$ cat config.mk
export PLATFORM = sky130hd
export DESIGN_NAME = lif_scheduler_flat
export DESIGN_NICKNAME = d
export VERILOG_FILES = /design/src/rtl/lif_scheduler_if.sv /design/src/rtl/lif_scheduler.sv /design/src/flat_wrapper.sv
export SDC_FILE = /design/constraint.sdc
export NUM_CORES = 1
export LEC_CHECK = 0
export CAP_MARGIN = 10
export CORE_UTILIZATION = 45
export DETAILED_ROUTE_END_ITERATION = 8
export PLACE_DENSITY = 0.6
export SLEW_MARGIN = 5
export SYNTH_ARGS = -nofsm -noshare
export SYNTH_HDL_FRONTEND = slang
export SYNTH_SLANG_ARGS = --single-unit
$ cat constraint.sdc
create_clock -name clk -period 7.8 [get_ports clk]
set_clock_uncertainty 0.1 [all_clocks]
set_input_delay 1.56 -clock clk [delete_from_list [all_inputs] [get_ports clk]]
set_output_delay 1.56 -clock clk [all_outputs]
set_load 0.03 [all_outputs]
$ cat src/rtl/lif_scheduler_if.sv
// rtl/lif_scheduler_if.sv - host/consumer port bundle of the LIF scheduler
interface lif_scheduler_if #(
  parameter int NEURONS = 8,
  parameter int IDXW    = 3
);
  logic               tick;
  logic               cfg_we;
  logic [IDXW-1:0]    cfg_addr;
  logic [7:0]         cfg_data;
  logic [IDXW-1:0]    rd_addr;
  logic [7:0]         rd_state;
  logic               busy;
  logic               done;
  logic               overrun;
  logic [NEURONS-1:0] spike_vec;
  logic               ev_valid;
  logic [IDXW-1:0]    ev_idx;
  logic               ev_ready;

  modport master (
    output tick, cfg_we, cfg_addr, cfg_data, rd_addr, ev_ready,
    input  rd_state, busy, done, overrun, spike_vec, ev_valid, ev_idx
  );

  modport slave (
    input  tick, cfg_we, cfg_addr, cfg_data, rd_addr, ev_ready,
    output rd_state, busy, done, overrun, spike_vec, ev_valid, ev_idx
  );
endinterface

$ cat src/rtl/lif_scheduler.sv
// rtl/lif_scheduler.sv - time-multiplexed leaky integrate-and-fire engine with spike event FIFO
module lif_scheduler #(
  parameter int NEURONS    = 8,
  parameter int IDXW       = 3,
  parameter int THRESH     = 200,
  parameter int LEAK_SHIFT = 1,
  parameter int FIFO_DEPTH = 4
) (
  input  logic            clk,
  input  logic            rst,
  lif_scheduler_if.slave  bus
);
  localparam int PW = $clog2(FIFO_DEPTH);

  typedef enum logic {IDLE, SWEEP} state_e;

  state_e             st_q, st_d;
  logic [IDXW-1:0]    idx_q, idx_d;
  logic               pending_q, pending_d;
  logic               overrun_q, overrun_d;
  logic               done_q, done_d;

  logic [7:0]         mem_q [NEURONS];
  logic [7:0]         cur_q [NEURONS];
  logic [NEURONS-1:0] spike_q;
  logic [IDXW-1:0]    fifo_q [FIFO_DEPTH];
  logic [PW-1:0]      wr_ptr_q, rd_ptr_q;
  logic [PW:0]        count_q;

  logic [7:0]         s_cur, c_cur, leaked;
  logic [8:0]         sum;
  logic               fire, fifo_full, in_sweep, stall, commit, last, push, pop;

  // Sum is kept at 9 bits so large state+current never wraps below threshold.
  assign s_cur     = mem_q[idx_q];
  assign c_cur     = cur_q[idx_q];
  assign leaked    = s_cur - (s_cur >> LEAK_SHIFT);
  assign sum       = {1'b0, leaked} + {1'b0, c_cur};
  assign fire      = (sum >= 9'(THRESH));
  assign fifo_full = (count_q == (PW+1)'(FIFO_DEPTH));
  assign in_sweep  = (st_q == SWEEP);
  assign stall     = in_sweep && fire && fifo_full;
  assign commit    = in_sweep && !stall;
  assign last      = (idx_q == IDXW'(NEURONS - 1));
  assign push      = commit && fire;
  assign pop       = (count_q != '0) && bus.ev_ready;

  always_comb begin
    st_d      = st_q;
    idx_d     = idx_q;
    pending_d = pending_q;
    overrun_d = overrun_q;
    done_d    = 1'b0;
    case (st_q)
      IDLE: begin
        if (bus.tick || pending_q) begin
          st_d      = SWEEP;
          idx_d     = '0;
          pending_d = 1'b0;
          if (bus.tick && pending_q) overrun_d = 1'b1;
        end
      end
      SWEEP: begin
        if (bus.tick) begin
          if (pending_q) overrun_d = 1'b1;
          else           pending_d = 1'b1;
        end
        if (commit) begin
          if (last) begin
            st_d   = IDLE;
            done_d = 1'b1;
          end else begin
            idx_d = idx_q + 1'b1;
          end
        end
      end
      default: st_d = IDLE;
    endcase
  end

  always_ff @(posedge clk or posedge rst) begin
    if (rst) begin
      st_q      <= IDLE;
      idx_q     <= '0;
      pending_q <= 1'b0;
      overrun_q <= 1'b0;
      done_q    <= 1'b0;
    end else begin
      st_q      <= st_d;
      idx_q     <= idx_d;
      pending_q <= pending_d;
      overrun_q <= overrun_d;
      done_q    <= done_d;
    end
  end

  // Config writes land regardless of FSM state; a same-cycle commit reads the old current.
  always_ff @(posedge clk or posedge rst) begin
    if (rst) begin
      for (int i = 0; i < NEURONS; i++) begin
        mem_q[i] <= 8'd0;
        cur_q[i] <= 8'd0;
      end
      for (int j = 0; j < FIFO_DEPTH; j++) fifo_q[j] <= '0;
      spike_q  <= '0;
      wr_ptr_q <= '0;
      rd_ptr_q <= '0;
      count_q  <= '0;
    end else begin
      if (bus.cfg_we) cur_q[bus.cfg_addr] <= bus.cfg_data;
      if (commit) begin
        mem_q[idx_q]   <= fire ? 8'd0 : sum[7:0];
        spike_q[idx_q] <= fire;
      end
      if (push) begin
        fifo_q[wr_ptr_q] <= idx_q;
        wr_ptr_q         <= wr_ptr_q + 1'b1;
      end
      if (pop) rd_ptr_q <= rd_ptr_q + 1'b1;
      count_q <= count_q + (PW+1)'(push) - (PW+1)'(pop);
    end
  end

  assign bus.rd_state  = mem_q[bus.rd_addr];
  assign bus.busy      = in_sweep;
  assign bus.done      = done_q;
  assign bus.overrun   = overrun_q;
  assign bus.spike_vec = spike_q;
  assign bus.ev_valid  = (count_q != '0);
  assign bus.ev_idx    = fifo_q[rd_ptr_q];
endmodule

$ cat src/flat_wrapper.sv
// flat-port wrapper written by rule: the top's interface ports become plain ports
module lif_scheduler_flat 
#(
  parameter int NEURONS    = 8,
  parameter int IDXW       = 3,
  parameter int THRESH     = 200,
  parameter int LEAK_SHIFT = 1,
  parameter int FIFO_DEPTH = 4
)
  (clk, rst, bus_tick, bus_cfg_we, bus_cfg_addr, bus_cfg_data, bus_rd_addr, bus_ev_ready, bus_rd_state, bus_busy, bus_done, bus_overrun, bus_spike_vec, bus_ev_valid, bus_ev_idx);
  lif_scheduler_if #(.NEURONS(NEURONS), .IDXW(IDXW)) bus_i ();
  input  logic clk;
  input  logic rst;
  input wire logic [$bits(bus_i.tick)-1:0] bus_tick;
  input wire logic [$bits(bus_i.cfg_we)-1:0] bus_cfg_we;
  input wire logic [$bits(bus_i.cfg_addr)-1:0] bus_cfg_addr;
  input wire logic [$bits(bus_i.cfg_data)-1:0] bus_cfg_data;
  input wire logic [$bits(bus_i.rd_addr)-1:0] bus_rd_addr;
  input wire logic [$bits(bus_i.ev_ready)-1:0] bus_ev_ready;
  output wire logic [$bits(bus_i.rd_state)-1:0] bus_rd_state;
  output wire logic [$bits(bus_i.busy)-1:0] bus_busy;
  output wire logic [$bits(bus_i.done)-1:0] bus_done;
  output wire logic [$bits(bus_i.overrun)-1:0] bus_overrun;
  output wire logic [$bits(bus_i.spike_vec)-1:0] bus_spike_vec;
  output wire logic [$bits(bus_i.ev_valid)-1:0] bus_ev_valid;
  output wire logic [$bits(bus_i.ev_idx)-1:0] bus_ev_idx;
  assign bus_i.tick = bus_tick;
  assign bus_i.cfg_we = bus_cfg_we;
  assign bus_i.cfg_addr = bus_cfg_addr;
  assign bus_i.cfg_data = bus_cfg_data;
  assign bus_i.rd_addr = bus_rd_addr;
  assign bus_i.ev_ready = bus_ev_ready;
  assign bus_rd_state = bus_i.rd_state;
  assign bus_busy = bus_i.busy;
  assign bus_done = bus_i.done;
  assign bus_overrun = bus_i.overrun;
  assign bus_spike_vec = bus_i.spike_vec;
  assign bus_ev_valid = bus_i.ev_valid;
  assign bus_ev_idx = bus_i.ev_idx;
  lif_scheduler #(.NEURONS(NEURONS), .IDXW(IDXW), .THRESH(THRESH), .LEAK_SHIFT(LEAK_SHIFT), .FIFO_DEPTH(FIFO_DEPTH)) u_core (.clk(clk), .rst(rst), .bus(bus_i));
endmodule
== Word-level counts from Yosys, hierarchy flattened ==
Cells that the tools add are included.

* Flip-flop bits (word level): 162
* Input port bits: 19
* Output and inout bits: 23
* Logic and storage cells: 121

* Add/subtract/negate cells: 7
* Magnitude comparators: 11
* Eq/ne operators: 8
* Muxes and demuxes: 44
* Bitwise logic cells: 6
* Reductions and logical operators: 16

{| class="wikitable"
|+ Operator list
! operator !! number
|-
| 64-bit bitwise mux || 2
|-
| 8-bit binary-select mux with 3-bit select || 3
|-
| 8-bit two-way mux || 9
|-
| 8-bit demux with 3-bit select || 2
|-
| 3-bit two-way mux || 6
|-
| 1-bit two-way mux || 13
|-
| 12-bit bitwise mux || 1
|-
| 4-bit greater-or-equal comparator, second input constant || 3
|-
| 3-bit inverter with 4-bit output || 3
|-
| 1-bit logical AND || 10
|-
| 8-bit by 8-bit adder with 9-bit output || 1
|-
| 9-bit by 8-bit greater-or-equal comparator with 1-bit output, second input constant || 1
|-
| 8-bit bitwise mux || 1
|-
| 4-bit by 1-bit < comparator with 1-bit output, second input constant || 2
|-
| 2-bit != test, second input constant || 4
|-
| 8-bit by 7-bit subtractor with 8-bit output || 1
|-
| 3-bit binary-select mux with 2-bit select || 1
|-
| 3-bit demux with 2-bit select || 1
|-
| 3-bit equality test, second input constant || 2
|-
| 3-bit greater-or-equal comparator, second input constant || 2
|-
| 2-bit inverter with 3-bit output || 2
|-
| 1-bit case mux with 2 select lines || 3
|-
| 3-bit case mux with 2 select lines || 1
|-
| 2-bit by 1-bit adder with 2-bit output, second input constant || 2
|-
| 15 further kinds || 16
|}

== Longest topological paths before layout ==
* Word-level depth: 14
* Gate-level depth with buffers: 24
* Gate-level depth less buffers: 21

== Least setup slack after synthesis ==
No wires, ideal clock.

* Kind: register to register
* From: reg u_core.idx_q[0]
* To: reg u_core.count_q[2]
* Library setup time: 123 ps
* Arrival: 5154 ps
* Setup slack: 2424 ps
* Stages on the path, launching flop included: 23
* Buffers on the path: 3
* Cells stage by stage: dfrtp_1 buf_1 buf_2 mux4_2 mux2_2 fa_1 a21oi_1 nor2_1 nor2_1 o21bai_1 a21oi_1 xnor2_1 ha_1 nor3b_1 a31oi_1 o21ai_0 a311oi_1 o31a_1 buf_4 nor2b_2 ha_1 fa_1 xnor2_1

* Cells in the longest elaborated chain, start to end: 14

{| class="wikitable"
|+ RTL lines
! what !! line !! source
|-
| start: declaration || lif_scheduler.sv:18 || <nowiki>logic [IDXW-1:0] idx_q, idx_d;</nowiki>
|-
| start signal: assignment || lif_scheduler.sv:90 || <nowiki>idx_q <= idx_d;</nowiki>
|-
| 3-bit inverter with 4-bit output (not written as such) * || lif_scheduler.sv:35, lif_scheduler.sv:36 ||
|-
| 8-bit binary-select mux with 3-bit select || lif_scheduler.sv:35 || <nowiki>assign s_cur = mem_q[idx_q];</nowiki>
|-
| 8-bit two-way mux (not written as such) (2 in a row) || lif_scheduler.sv:35 ||
|-
| 8-bit by 7-bit subtractor with 8-bit output || lif_scheduler.sv:37 || <nowiki>assign leaked = s_cur - (s_cur >> LEAK_SHIFT);</nowiki>
|-
| 8-bit by 8-bit adder with 9-bit output * || lif_scheduler.sv:38 || <nowiki>assign sum = {1'b0, leaked} + {1'b0, c_cur};</nowiki>
|-
| 9-bit by 8-bit greater-or-equal comparator with 1-bit output * || lif_scheduler.sv:39 || <nowiki>assign fire = (sum >= 9'(THRESH));</nowiki>
|-
| 1-bit logical AND (2 in a row) || lif_scheduler.sv:42 || <nowiki>assign stall = in_sweep && fire && fifo_full;</nowiki>
|-
| 1-bit logical NOT || lif_scheduler.sv:43 || <nowiki>assign commit = in_sweep && !stall;</nowiki>
|-
| 1-bit logical AND || lif_scheduler.sv:43 ||
|-
| 1-bit logical AND * || lif_scheduler.sv:45 || <nowiki>assign push = commit && fire;</nowiki>
|-
| named net u_core.push || lif_scheduler.sv:32 || <nowiki>logic fire, fifo_full, in_sweep, stall, commit, last, push, pop;</nowiki>
|-
| 3-bit by 1-bit adder with 3-bit output * || lif_scheduler.sv:120 || <nowiki>count_q <= count_q + (PW+1)'(push) - (PW+1)'(pop);</nowiki>
|-
| 3-bit by 1-bit subtractor with 3-bit output * || lif_scheduler.sv:120 ||
|-
| end signal: assignment || lif_scheduler.sv:120 ||
|-
| end: declaration || lif_scheduler.sv:28 || <nowiki>logic [PW:0] count_q;</nowiki>
|}

The timed path passes the listed nets; every way through them passes the cells marked *. The select of a mux whose other input is x is not followed.
A chain may end at the register's enable or synchronous reset.

== Worst setup path after layout ==
* From: in bus_rd_addr[0]
* To: out bus_rd_state[5]

* Cells in the longest elaborated chain, start to end: 4

{| class="wikitable"
|+ RTL lines
! what !! line !! source
|-
| start: declaration || flat_wrapper.sv:18 || <nowiki>input wire logic [$bits(bus_i.rd_addr)-1:0] bus_rd_addr;</nowiki>
|-
| 3-bit inverter with 4-bit output (not written as such) || lif_scheduler.sv:124 || <nowiki>assign bus.rd_state = mem_q[bus.rd_addr];</nowiki>
|-
| 8-bit binary-select mux with 3-bit select || lif_scheduler.sv:124 ||
|-
| 8-bit two-way mux (not written as such) (2 in a row) || lif_scheduler.sv:124 ||
|-
| end: declaration || flat_wrapper.sv:20 || <nowiki>output wire logic [$bits(bus_i.rd_state)-1:0] bus_rd_state;</nowiki>
|}

Every way passes these cells. The select of a mux whose other input is x is not followed.

==> out/results.txt <==
Status = finished, final reports clean
CTS Sinks = 162
Xor-xnor portion of the synthesized cell area = 1.64%
Critical Path Source Type = primary input
Clk Latency, worst-skew pair = 0.43 ns
First-pass GRT wire length = 32.0 mm
FF+latch count, synth = 162
Setup bufs post-CTS = 0
DRC = 0
Syn Inst Count = 625
Max Slew Vio Count = 0
Final period utilization = 76.3%
Adder-cell area share of the yosys netlist = 4.06%
Simple-Gate Fraction of Synth Area = 5.32%
WL per Instance = 21.6 um
Post-DP HPWL = 13.2 mm
Period minus WS final = 5.95 ns
Final Setup Violations = 0
Post-route ant nets = 0
Critical path, cell by cell = clkdlybuf4s50_1 -> mux4_2 -> mux2_2 -> clkdlybuf4s50_1
Slowest cell on crit path = clkdlybuf4s50_1
Clk root buf = clkbuf_16
End point of the worst hold path = u_core.bus.overrun
1st-iter DRT viols = 408
HP Start = u_core.bus.overrun
Initial Util = 45.8%
ANT cells = 0
CP arrival = 4.29 ns
DRT Pass-1 Iters = 4
Total CTS buffers = 17
Vias in the first global route = 5,743
Die height = 140 um
Critical Path Fanout Max = 16
Final TNS setup = 0 ns
RSZ-0062 raised after global routing = false
GRT Resource Usage Total = 21.5%
Mux share of post-synthesis cell area = 26.7%
Mean Syn Cell Area = 13.7 um^2
Worst Hold Depth = 1
Largest stage delay on the critical path = 1.24 ns
Syn Nets = 670
Worst-case clock buffer depth = 2
Core area = 18,700 um^2
Worst Max-Slew Pin Slew = 1.16 ns
Maxcap violations = 0
Unique masters post-synth = 52
Largest net degree at the start of global routing = 85
Worst endpoint required time = 6.14 ns
Share of cells above drive strength 1 = 26.9%
Vias/cell = 6.09
DIE WIDTH = 140 um
Hold Crit Class = reg -> reg
Worst Setup End Kind = output port
# port buffers = 41
Ys Warns = 0
Top-area cell type share of the netlist area = 47.3%
Initial antenna violation count = 0
Cell depth of the worst flop-to-flop path = 20
Hold_ws = 0.379 ns
Area delta synth->final = 14.0%
Area contributors post-synth = dfrtp_1 (47%), mux4_2 (13%), mux2_2 (9.2%), o2bb2ai_1 (5.7%), ha_1 (3.4%)
Worst rel slew slack = 22.4%
Die ar. = 19,600 um^2
Post-cts gate resize count = 0
Reg-to-Reg Start = u_core.idx_q[2]
DR vias = 5,502
Final wirelength = 19.6 mm
Core Rows = 50
Hold Vio Cnt, Final = 0
Main combinational cell family by area after synthesis = multiplexers
Area leader, netlist = dfrtp_1
GPL Wtd Cong = 0.838
Nets = 702
Global route total overflow = 0
Fmax achieved = 168 MHz
R2R Setup Slk = 1.99 ns
Reg2reg end = u_core.fifo_q[9]
Clock slew at reported path FFs = 0.07 ns
CP dominant cell by count = clkdlybuf4s50_1
Post-synthesis sequential area ratio = 47.3%
Hold-fix buffers at CTS = 0
Post-synthesis cell area = 8560 um^2
WS Path Type = in -> out
Synth Area in Compound Gates = 12.1%
CTS tree = done
IO Pins = 42
Fillers = 1,563
H-tree levels = 4
layer usage:
metal	global-route usage [%]	share of wire, %	vias to the layer above
li1	-	-	2458
met1	29.1	45	2896
met2	35.1	49	132
met3	4.51	4.5	16
met4	6.02	1.0	0
met5	0	0	-
critical path: cells and delay by family:
family                 cells  cell delay, ns
buffers and inverters      2            1.83
muxes                      2            0.90
Yosys cell counts (all sizes together):
cell / instances
o31a: 1
nor4: 1
nor3: 4
or3: 4
a32o: 10
and2: 1
nor2: 21
a22o: 1
o21bai: 2
nor2b: 8
xor2: 8
nor3b: 4
mux2i: 7
nand2: 24
buf: 18
a311oi: 1
o211ai: 2
inv: 21
o21a: 2
a211oi: 1
nand4b: 3
clkbuf: 16
nand3: 7
a21oi: 25
fa: 3
o2bb2ai: 56
o21ai: 17
a21o: 3
o31ai: 1
mux4: 51
dfrtp: 162
a31oi: 2
nand3b: 1
nand4: 2
a21boi: 1
or2: 1
xnor2: 8
nand2b: 7
ha: 23
mux2: 95
layout by cell type (no fill, tap or decap), types with 8 or more instances in the layout:
| cell type | Yosys | final |
|---|---|---|
| mux4_2 | 51 | 51 |
| a21oi_1 | 23 | 23 |
| mux2_1 | 25 | 25 |
| nand2_1 | 24 | 24 |
| clkbuf_16 | 0 | 17 |
| clkdlybuf4s50_1 | 0 | 41 |
| mux2_2 | 70 | 70 |
| ha_1 | 23 | 23 |
| xor2_1 | 8 | 8 |
| o21ai_4 | 8 | 8 |
| dfrtp_1 | 162 | 161 |
| o2bb2ai_1 | 56 | 56 |
| xnor2_1 | 8 | 8 |
| nor2_1 | 21 | 21 |
| a32o_1 | 10 | 10 |
| inv_1 | 21 | 20 |
state kept, by name (all words and copies together), names as in the netlist:
signal                flops
u_core.wr_ptr_q           2
u_core.mem_q             64
u_core.count_q            3
u_core.fifo_q            12
u_core.bus.busy           1
u_core.idx_q              3
u_core.bus.spike_vec      8
u_core.pending_q          1
u_core.bus.overrun        1
u_core.cur_q             64
u_core.rd_ptr_q           2
u_core.bus.done           1
layout make-up:
type                    instances  area (um^2)  share of cell area (%)
well taps                     234          293                    3.00
flip-flops and latches        162         4060                    41.5
clock inverters                14          153                    1.56
repair buffers                 47          455                    4.67
multi-input cells             408         4280                    43.9
inverters                      21         83.8                   0.859
clock buffers                  18          439                    4.50
cells by family after synthesis:
group,count (synthesis)
flip-flops,162
multiplexers,153
AO/OA/AOI/OAI,125
AND/OR/NAND/NOR,88
buffers and inverters,55
adder cells (fa/ha/maj),26
XOR/XNOR,16
per-stage QoR:
step	util (%)	setup slack, ns	cell area [um^2]	cells
after detailed placement	49.0	1.81	9170	872
after CTS	52.2	1.81	9760	904
final	52.2	1.85	9760	904
after floorplan	-	1.76	8560	625
after global routing	52.2	1.53	9760	904
after global placement	49.0	1.86	9170	872
worst max path at each step:
stage               startpoint  cells past startpoint          endpoint  slack [ns]
3_3_place_gp    bus_rd_addr[0]                      4   bus_rd_state[0]        1.86
6_report        bus_rd_addr[0]                      4   bus_rd_state[5]        1.85
3_5_place_dp    bus_rd_addr[0]                      4   bus_rd_state[6]        1.81
2_1_floorplan              rst                      1   u_core.bus.busy        1.76
4_1_cts         bus_rd_addr[0]                      4   bus_rd_state[6]        1.81
5_1_grt        u_core.idx_q[0]                     20  u_core.fifo_q[7]        1.53
Power is not shown: default switching activity piles up to over one toggle a cycle in this logic, so the estimate is an artifact.
